$ cat config.mk
export PLATFORM = sky130hd
export DESIGN_NAME = m_spi_rx
export DESIGN_NICKNAME = d
export VERILOG_FILES = /design/src/rtl/m_spi_pkg.sv /design/src/rtl/m_sync_edge.sv /design/src/rtl/m_spi_rx.sv
export SDC_FILE = /design/constraint.sdc
export NUM_CORES = 1
export LEC_CHECK = 0
export ABC_AREA = 0
export BUFFER_PORTS_ARGS = -buffer_cell sky130_fd_sc_hd__buf_4
export CORE_UTILIZATION = 35
export CTS_CLUSTER_DIAMETER = 80
export DETAILED_ROUTE_END_ITERATION = 7
export MAX_ROUTING_LAYER = met4
export PLACE_DENSITY = 0.58
export SLEW_MARGIN = 25
export SYNTH_ARGS = -nofsm -noshare
export SYNTH_HDL_FRONTEND = slang
export SYNTH_SLANG_ARGS = --single-unit
$ cat constraint.sdc
create_clock -name CLK30 -period 3.65 [get_ports CLK30]
set_input_delay 0.365 -clock CLK30 [delete_from_list [all_inputs] [get_ports CLK30]]
set_output_delay 0.365 -clock CLK30 [all_outputs]
set_load 0.02 [all_outputs]
$ cat src/rtl/m_spi_pkg.sv
// m_spi_pkg: constants and types shared by the DAC serial link receiver
// and the DDS generator that drives the link.
//   FRAME_BITS_DEF : default number of data bits per SYNC-low window
//   SCLK_DIV       : CLK30 cycles per SCLK period used by the generator
//   state_e        : receiver frame state (IDLE / SHIFT)
package m_spi_pkg;

    localparam int FRAME_BITS_DEF = 16;
    localparam int SCLK_DIV       = 16;

    typedef enum logic {
        IDLE  = 1'b0,
        SHIFT = 1'b1
    } state_e;

endpackage

$ cat src/rtl/m_sync_edge.sv
// m_sync_edge: two-flop synchronizer for one asynchronous input plus a
// history flop for edge detection.
//   clk_i   : sampling clock
//   rst_ni  : asynchronous active-low reset; all flops load RST_LVL
//   d_i     : asynchronous input
//   level_o : synchronized level (second sync flop)
//   rise_o  : one-cycle pulse on a synchronized 0->1 transition
//   fall_o  : one-cycle pulse on a synchronized 1->0 transition
module m_sync_edge #(
    parameter logic RST_LVL = 1'b0
) (
    input  logic clk_i,
    input  logic rst_ni,
    input  logic d_i,
    output logic level_o,
    output logic rise_o,
    output logic fall_o
);

    logic s1_q, s2_q, s3_q;

    always_ff @(posedge clk_i or negedge rst_ni) begin
        if (!rst_ni) begin
            s1_q <= RST_LVL;
            s2_q <= RST_LVL;
            s3_q <= RST_LVL;
        end else begin
            s1_q <= d_i;
            s2_q <= s1_q;
            s3_q <= s2_q;
        end
    end

    assign level_o = s2_q;
    assign rise_o  = s2_q & ~s3_q;
    assign fall_o  = ~s2_q & s3_q;

endmodule

$ cat src/rtl/m_spi_rx.sv
// m_spi_rx: oversampling receiver for the 3-wire DAC link (SCLK/SDIN/SYNC).
// All link inputs are asynchronous to CLK30. SDIN is sampled on SCLK falling
// edges while SYNC is low, MSB first; the frame outcome is registered when
// SYNC returns high.
//   CLK30     : system clock
//   RSTN      : asynchronous active-low reset
//   SCLK      : serial clock (async)
//   SDIN      : serial data (async)
//   SYNC      : active-low frame select (async)
//   DATA      : last good word
//   VALID     : one-cycle pulse when DATA updates
//   ERR       : one-cycle pulse on a malformed frame
//   ERR_LONG  : cause of the last ERR (1 = too many bits, 0 = too few)
//   BUSY      : high while a frame is open
//   FRAME_CNT : good frame count (wraps)
//   ERR_CNT   : bad frame count (wraps)
module m_spi_rx
    import m_spi_pkg::*;
#(
    parameter int FRAME_BITS = FRAME_BITS_DEF,
    parameter int CNT_W      = 16
) (
    input  logic                  CLK30,
    input  logic                  RSTN,
    input  logic                  SCLK,
    input  logic                  SDIN,
    input  logic                  SYNC,
    output logic [FRAME_BITS-1:0] DATA,
    output logic                  VALID,
    output logic                  ERR,
    output logic                  ERR_LONG,
    output logic                  BUSY,
    output logic [CNT_W-1:0]      FRAME_CNT,
    output logic [CNT_W-1:0]      ERR_CNT
);

    localparam int             BW   = $clog2(FRAME_BITS + 1);
    localparam logic [BW-1:0]  FULL = BW'(FRAME_BITS);

    logic sclk_lvl, sclk_rise, sclk_fall;
    logic sdin_lvl, sdin_rise, sdin_fall;
    logic sync_lvl, sync_rise, sync_fall;

    // Identical synchronizer depth on all three paths keeps sdin_lvl aligned
    // with the sclk_fall event it belongs to.
    m_sync_edge #(.RST_LVL(1'b0)) u_sclk (
        .clk_i(CLK30), .rst_ni(RSTN), .d_i(SCLK),
        .level_o(sclk_lvl), .rise_o(sclk_rise), .fall_o(sclk_fall)
    );
    m_sync_edge #(.RST_LVL(1'b0)) u_sdin (
        .clk_i(CLK30), .rst_ni(RSTN), .d_i(SDIN),
        .level_o(sdin_lvl), .rise_o(sdin_rise), .fall_o(sdin_fall)
    );
    m_sync_edge #(.RST_LVL(1'b1)) u_sync (
        .clk_i(CLK30), .rst_ni(RSTN), .d_i(SYNC),
        .level_o(sync_lvl), .rise_o(sync_rise), .fall_o(sync_fall)
    );

    logic unused_edges;
    assign unused_edges = ^{sclk_lvl, sclk_rise, sdin_rise, sdin_fall};

    state_e                state_q, state_d;
    logic [FRAME_BITS-1:0] shreg_q, shreg_d;
    logic [BW-1:0]         bitcnt_q, bitcnt_d;
    logic                  ovf_q, ovf_d;
    logic [FRAME_BITS-1:0] data_q, data_d;
    logic                  valid_q, valid_d;
    logic                  err_q, err_d;
    logic                  elong_q, elong_d;
    logic                  busy_q, busy_d;
    logic [CNT_W-1:0]      fcnt_q, fcnt_d;
    logic [CNT_W-1:0]      ecnt_q, ecnt_d;

    // State register
    always_ff @(posedge CLK30 or negedge RSTN) begin
        if (!RSTN) state_q <= IDLE;
        else       state_q <= state_d;
    end

    // Next state
    always_comb begin
        state_d = state_q;
        case (state_q)
            IDLE:    if (sync_fall) state_d = SHIFT;
            SHIFT:   if (sync_rise) state_d = IDLE;
            default: state_d = IDLE;
        endcase
    end

    // Datapath / outputs
    always_comb begin
        shreg_d  = shreg_q;
        bitcnt_d = bitcnt_q;
        ovf_d    = ovf_q;
        data_d   = data_q;
        valid_d  = 1'b0;
        err_d    = 1'b0;
        elong_d  = elong_q;
        busy_d   = busy_q;
        fcnt_d   = fcnt_q;
        ecnt_d   = ecnt_q;
        case (state_q)
            IDLE: begin
                if (sync_fall) begin
                    shreg_d  = '0;
                    bitcnt_d = '0;
                    ovf_d    = 1'b0;
                    busy_d   = 1'b1;
                end
            end
            SHIFT: begin
                if (sync_rise) begin
                    busy_d = 1'b0;
                    if (bitcnt_q == FULL && !ovf_q) begin
                        data_d  = shreg_q;
                        valid_d = 1'b1;
                        fcnt_d  = fcnt_q + CNT_W'(1);
                    end else if (bitcnt_q != '0) begin
                        err_d   = 1'b1;
                        elong_d = ovf_q;
                        ecnt_d  = ecnt_q + CNT_W'(1);
                    end
                    // bitcnt == 0: SYNC glitch, nothing reported
                end else if (sclk_fall && !sync_lvl) begin
                    if (bitcnt_q < FULL) begin
                        shreg_d  = {shreg_q[FRAME_BITS-2:0], sdin_lvl};
                        bitcnt_d = bitcnt_q + BW'(1);
                    end else begin
                        ovf_d = 1'b1;
                    end
                end
            end
            default: ;
        endcase
    end

    always_ff @(posedge CLK30 or negedge RSTN) begin
        if (!RSTN) begin
            shreg_q  <= '0;
            bitcnt_q <= '0;
            ovf_q    <= 1'b0;
            data_q   <= '0;
            valid_q  <= 1'b0;
            err_q    <= 1'b0;
            elong_q  <= 1'b0;
            busy_q   <= 1'b0;
            fcnt_q   <= '0;
            ecnt_q   <= '0;
        end else begin
            shreg_q  <= shreg_d;
            bitcnt_q <= bitcnt_d;
            ovf_q    <= ovf_d;
            data_q   <= data_d;
            valid_q  <= valid_d;
            err_q    <= err_d;
            elong_q  <= elong_d;
            busy_q   <= busy_d;
            fcnt_q   <= fcnt_d;
            ecnt_q   <= ecnt_d;
        end
    end

    assign DATA      = data_q;
    assign VALID     = valid_q;
    assign ERR       = err_q;
    assign ERR_LONG  = elong_q;
    assign BUSY      = busy_q;
    assign FRAME_CNT = fcnt_q;
    assign ERR_CNT   = ecnt_q;

endmodule

==> summary.md, run 1 <==
| Metric | Value |
|---|---|
| Outcome | `finished clean` |
| RD Place Congestion | `0.709` |
| Core Area | `roughly 9400 um^2` |
| Layout cell share with drive strength beyond 1 | `20.8%` |
| Power per cell area | `between 400 and 500 nW/um^2` |
| PostCTS Resize Cnt | `0` |
| RSZ-0062 raised after global routing | `false` |
| Startpoint types | `register` |
| Die height | `101 um` |
| Hold-fix buffers, CTS | `0` |
| Most common cell after layout, fill and taps aside | `nand2_1` |
| Clk Latency, worst-skew pair | `350 ps` |
| Static leakage | `0.00205 uW` |
| HPWL after DPL | `4100 um` |
| IO Port Bufs | `56` |
| Crit-path cells | `nand3b_1 > a211oi_1 > nand4_1 > xnor2_1` |
| Post-DR vias/cell | `4.57` |
| Antenna Nets Post-Route | `0` |
| Max-cap violations | `0` |
| Final Hold Fails | `0` |
| Initial antenna violation count | `0` |
| Min-Delay Path Class | `in -> async` |
| Most frequent cells in the layout | `nand2_1, dfrtp_1, buf_4, xnor2_1, o21ai_0` |
| Final Skew | `between 15 and 20 ps` |
| DR DRC count | `0` |
| Final Instance Count excl. Fillers | `between 500 and 600` |
| Drt initial violations | `a little under 80` |
| Max incr delay on CP | `approximately 970 ps` |
| Synthesis warning total | `0` |
| Syn nets | `336` |
| Max Fanout on Critical Path | `31` |
| Slew Viols, Final | `0` |
| Worst EP arrival | `around 2500 ps` |
| Die area | `a little over 10000 um^2` |
| TritonCTS clock tree | `done` |
| Largest net degree at the start of global routing | `84` |
| Clock slew at reported path FFs | `80 ps` |
| Crit Path Class | `reg -> reg` |
| Slew headroom | `36.3%` |
| Avg Inst Size Synth | `~10 um^2` |
| Initial Util | `36.5%` |
| Crit path buf inv count | `0` |
| Detailed-route wire length | `6320 um` |
| Reg-to-reg slack, setup | `roughly 1400 ps` |
| Family with the most delay on the worst path | `flip-flops` |
| Synthesized cell area | `3420 um^2` |
| Synthesized flop and latch total | `83` |
| Gr ovfl total | `0` |
| # Post-CTS Setup Buffers | `0` |
| IO Pins | `57` |
| P&R area growth vs syn | `22.4%` |
| Reg2reg path depth | `4` |
| # nets final | `394` |
| Number of global-route vias before repair | `2269` |
| Clock Sinks | `83` |
| Hold_ws | `a little under 50 ps` |
| Setup_tns | `0 ps` |
| Detailed Routing Iterations Pass 1 | `4` |
| Critical path's slowest cell | `dfrtp_1` |
| Die width | `101 um` |
| Vias | `2374` |
| Post-synthesis cell type count | `37` |
| Sequential-to-total area share from yosys stat | `60.8%` |
| Period utilization | `62.1%` |
| FMAX | `441 MHz` |
| Crit. End Element | `register` |
| Post-Synthesis Cells | `327` |
| Tightest Pin Transition | `roughly 960 ps` |
| Critical Path RT | `3890 ps` |
| Peak VDD IR | `0.236 mV` |
| CTS Buf Count | `9` |
| Endpoints failing setup | `0` |
| Crit path time final | `2270 ps` |
| Reg-to-reg endpoint | `ERR_CNT[10]` |
| Reg2reg start | `state_q` |
| DR WL/cell | `12.2 um` |
| Root Driver | `clkbuf_8` |
| Util after Layout | `about 45%` |
| Ant. Diodes | `0` |
| Max clock buf depth | `2` |
| Inst Count DP | `503` |
| FP Rows | `35` |
| Wire length of the first global-routing pass | `11000 um` |
| GRT Util Overall | `14.2%` |
| H-Tree Depth | `3` |
-- where the power goes --
part	switching (uW)	leakage (uW)	internal, uW
clock network	308	0.000108	404
registers	70.5	0.00111	976
logic	117	0.000827	92.9
-- routing by layer --
metal / part of all wire, % / global-route usage, % / up-vias
li1: - / - / 1198
met4: 0.47 / 3.01 / 0
met1: 50 / 19.0 / 1110
met5: 0 / - / -
met2: 45 / 21.0 / 62
met3: 5.3 / 4.92 / 4
-- worst max-delay path by stage --
stage          depth (start not counted)             to  slack [ps]   startpoint
5_1_grt                                4    ERR_CNT[10]        1120      state_q
2_1_floorplan                          8  FRAME_CNT[11]        1970  bitcnt_q[0]
6_report                               4    ERR_CNT[10]        1380      state_q
4_1_cts                                4    ERR_CNT[10]        1370      state_q
3_3_place_gp                           4    ERR_CNT[10]        1370      state_q
3_5_place_dp                           4    ERR_CNT[10]        1360      state_q
-- Yosys cell counts (all sizes together) --
| cell type | number | area share (%) |
|---|---|---|
| clkinv | 1 | 0.11 |
| nor4 | 2 | 0.81 |
| and3 | 3 | 0.55 |
| nand3b | 1 | 0.22 |
| nand2 | 108 | 12 |
| nor2b | 4 | 0.73 |
| a211oi | 2 | 0.59 |
| dfstp | 3 | 2.3 |
| mux2 | 1 | 0.33 |
| xor2 | 8 | 2.0 |
| and4bb | 1 | 0.37 |
| a21oi | 3 | 0.44 |
| o211ai | 1 | 0.22 |
| or4b | 1 | 0.29 |
| and4 | 3 | 0.77 |
| nand3 | 15 | 2.3 |
| xnor2 | 22 | 5.6 |
| dfrtp | 80 | 59 |
| a2bb2oi | 1 | 0.26 |
| and2 | 4 | 0.73 |
| ha | 4 | 1.5 |
| o21ai | 21 | 3.1 |
| nor3 | 2 | 0.29 |
| clkbuf | 5 | 0.55 |
| nor2 | 4 | 0.44 |
| nand4 | 10 | 1.8 |
| o31ai | 1 | 0.22 |
| buf | 6 | 1.1 |
| nand2b | 2 | 0.37 |
| nor3b | 2 | 0.77 |
| or3 | 2 | 0.37 |
| inv | 4 | 0.44 |
-- cell families (layout without fill, tap and decap cells) --
group / Yosys count / count (layout) / synth area share (%)
flops: 83 / 83 / 60.8
xor+xnor: 30 / 30 / 7.68
buf+inv: 16 / 79 / 2.16
simple gates: 164 / 164 / 22.7
fa+ha+maj: 4 / 4 / 1.46
mux: 1 / 1 / 0.329
compound gates: 29 / 29 / 4.79
-- flip-flops by register name (all words and copies together) (netlist names), 5 cells and up --
register and count:
bitcnt_q 5, ERR_CNT 16, DATA 16, shreg_q 16, FRAME_CNT 16
-- per-stage QoR --
step / worst slack [ps] / cell area [um^2] / total power (uW)
floorplan: 1970 / 3420 / 1180
global placement: 1370 / 3970 / 1270
detailed placement: 1360 / 3970 / 1280
CTS: 1370 / 4180 / 2000
global route: 1120 / 4190 / 2080
finish: 1380 / 4190 / 1970
-- layout make-up --
class	instances	area [um^2]
Timing Repair Buffer	58	439
Tap cell	129	161
Multi-Input combinational cell	228	1270
Clock buffer	13	149
Sequential cell	83	2080
Clock inverter	3	65.1
Inverter	5	18.8
Fill cell	937	5190
No activity file was read; power rests on OpenSTA's default activity.
==> inputs of run 2 (changes only) <==
Clock period 3.65 ns to 2.2 ns, I/O delays scaled along.
==> summary.md, run 2 (synthesized netlist as in run 1, its figures left out) <==
| Metric | Value |
|---|---|
| CTS Buf Count | `9` |
| # fillers | `between 900 and 1k` |
| RSZ-0062 raised after global routing | `false` |
| Root Driver | `clkbuf_8` |
| Number of global-route vias before repair | `2438` |
| Final Instance Count excl. Fillers | `529` |
| Period utilization | `86.5%` |
| Die width | `roughly 100 um` |
| Max clock buf depth | `2` |
| Crit Path Class | `reg -> reg` |
| Vias | `2426` |
| Reg area | `roughly 2100 um^2` |
| Reg2reg path depth | `8` |
| Final Skew | `8.25 ps` |
| Crit path time final | `about 1900 ps` |
| Crit. End Element | `register` |
| GRT Util Overall | `14.9%` |
| Inst Count DP | `509` |
| Critical Path RT | `2500 ps` |
| Finished Cell Area | `4300 um^2` |
| Peak VDD IR | `0.431 mV` |
| Most frequent cells in the layout | `nand2_1, dfrtp_1, buf_4, xnor2_1, o21ai_0` |
| Clock slew at reported path FFs | `80 ps` |
| Initial antenna violation count | `0` |
| Setup_tns | `0 ps` |
| Die height | `101 um` |
| Slew headroom | `61.2%` |
| # nets final | `404` |
| HPWL after DPL | `4430 um` |
| Cell depth of the worst hold path | `0` |
| DR DRC count | `0` |
| Max Fanout on Critical Path | `18` |
| Pre-CTS setup slack | `175 ps` |
| Tightest Pin Transition | `slightly below 600 ps` |
| Clock Sinks | `between 80 and 90` |
| Post-route setup slack | `~300 ps` |
| Wire length of the first global-routing pass | `11400 um` |
| RD Place Congestion | `approximately 0.72` |
| Most common cell after layout, fill and taps aside | `nand2_1` |
| Clk Latency, worst-skew pair | `350 ps` |
| Layout cell share with drive strength beyond 1 | `between 20 and 25%` |
| Placed instance area | `4030 um^2` |
| Static leakage | `around 0.0021 uW` |
| # Post-CTS Setup Buffers | `0` |
| Largest net degree at the start of global routing | `84` |
| Ant. Diodes | `0` |
| Core Area | `9370 um^2` |
| Max-cap violations | `0` |
| Startpoint types | `register` |
| IO Port Bufs | `56` |
| Slew Viols, Final | `0` |
| Outcome | `finished clean` |
| Area taken by multi-input logic gates | `1280 um^2` |
| Endpoints failing setup | `0` |
| Drt initial violations | `104` |
| DR WL/cell | `12.4 um` |
| Gr ovfl total | `0` |
| FP Rows | `35` |
| IO Pins | `57` |
| FMAX | `526 MHz` |
| Post-DR vias/cell | `4.59` |
| Die area | `10200 um^2` |
| Detailed Routing Iterations Pass 1 | `4` |
| Worst EP arrival | `between 2000 and 2500 ps` |
| H-Tree Depth | `3` |
| Detailed-route wire length | `6570 um` |
| Initial Util | `between 30% and 40%` |
| Power per cell area | `approximately 770 nW/um^2` |
| P&R area growth vs syn | `25.8%` |
| TritonCTS clock tree | `done` |
| Final Hold Fails | `0` |
| Min-Delay Path Class | `reg -> reg` |
| Antenna Nets Post-Route | `0` |
==> run 2: changes by cell type in the layout (fill, tap and decap cells not counted), sizes merged <==
| cell | delta |
|---|---|
| buf | +6 |
| dlygate4sd3 | +4 |
| clkinvlp | +1 |
| clkbuf | -1 |
==> run 2: metal layers <==
metal	global-route usage (%)	vias up	wire length [um]
met5	-	-	0
met4	3.68	0	73
met3	4.92	10	344
met2	23.6	49	2960
met1	18.5	1156	3190
li1	-	1211	-
==> run 2: worst max-delay path, cell delays in order, from the launching register on <==
cell,delay [ps]
dfrtp_1,410
inv_1,90
ha_1,140
nor3b_4,340
nand3_4,240
clkinv_1,190
buf_4,260
nand2_1,100
nand2_1,60
==> run 2: final timing paths <==
path | end | from | slack, ps
setup / recovery | DATA[5] | bitcnt_q[0] | 300
hold / removal | u_sdin.level_o | u_sdin.s1_q | 350
setup reg to reg | DATA[5] | bitcnt_q[0] | 300
hold reg to reg | u_sdin.level_o | u_sdin.s1_q | 350
max in group asynchronous | u_sync.s3_q | RSTN | 1420
min in group asynchronous | FRAME_CNT[4] | RSTN | 410
==> run 2: repair_timing <==
| item | 4_1_cts | 5_1_grt |
|---|---|---|
| hold buffers | 4 | 0 |
| endpoints found under the setup margin | 0 | 17 |
| resized for setup | 0 | 1 |
| hold endpoints to repair | 83 | 0 |
==> run 2: where the power goes <==
group          switching (uW)  internal, uW
Sequential                105          1620
Clock                     523           700
Combinational             216           169
Total                     844          2490
==> run 2: through the flow <==
stage	utilization, %	total power, uW	hold slack [ps]
after floorplan	-	1970	-75.6
after detailed placement	43.0	2140	290
after CTS	45.8	3380	359
after global routing	45.9	3510	368
final	45.9	3330	354
after global placement	43.0	2130	287
==> run 2: area by class of cell <==
class / instances / area share (%)
Clock buffer: 12 / 3.61
Clock inverter: 4 / 1.69
Inverter: 5 / 0.436
Multi-Input combinational cell: 228 / 29.7
Sequential cell: 83 / 48.4
Tap cell: 129 / 3.75
Timing Repair Buffer: 68 / 12.4
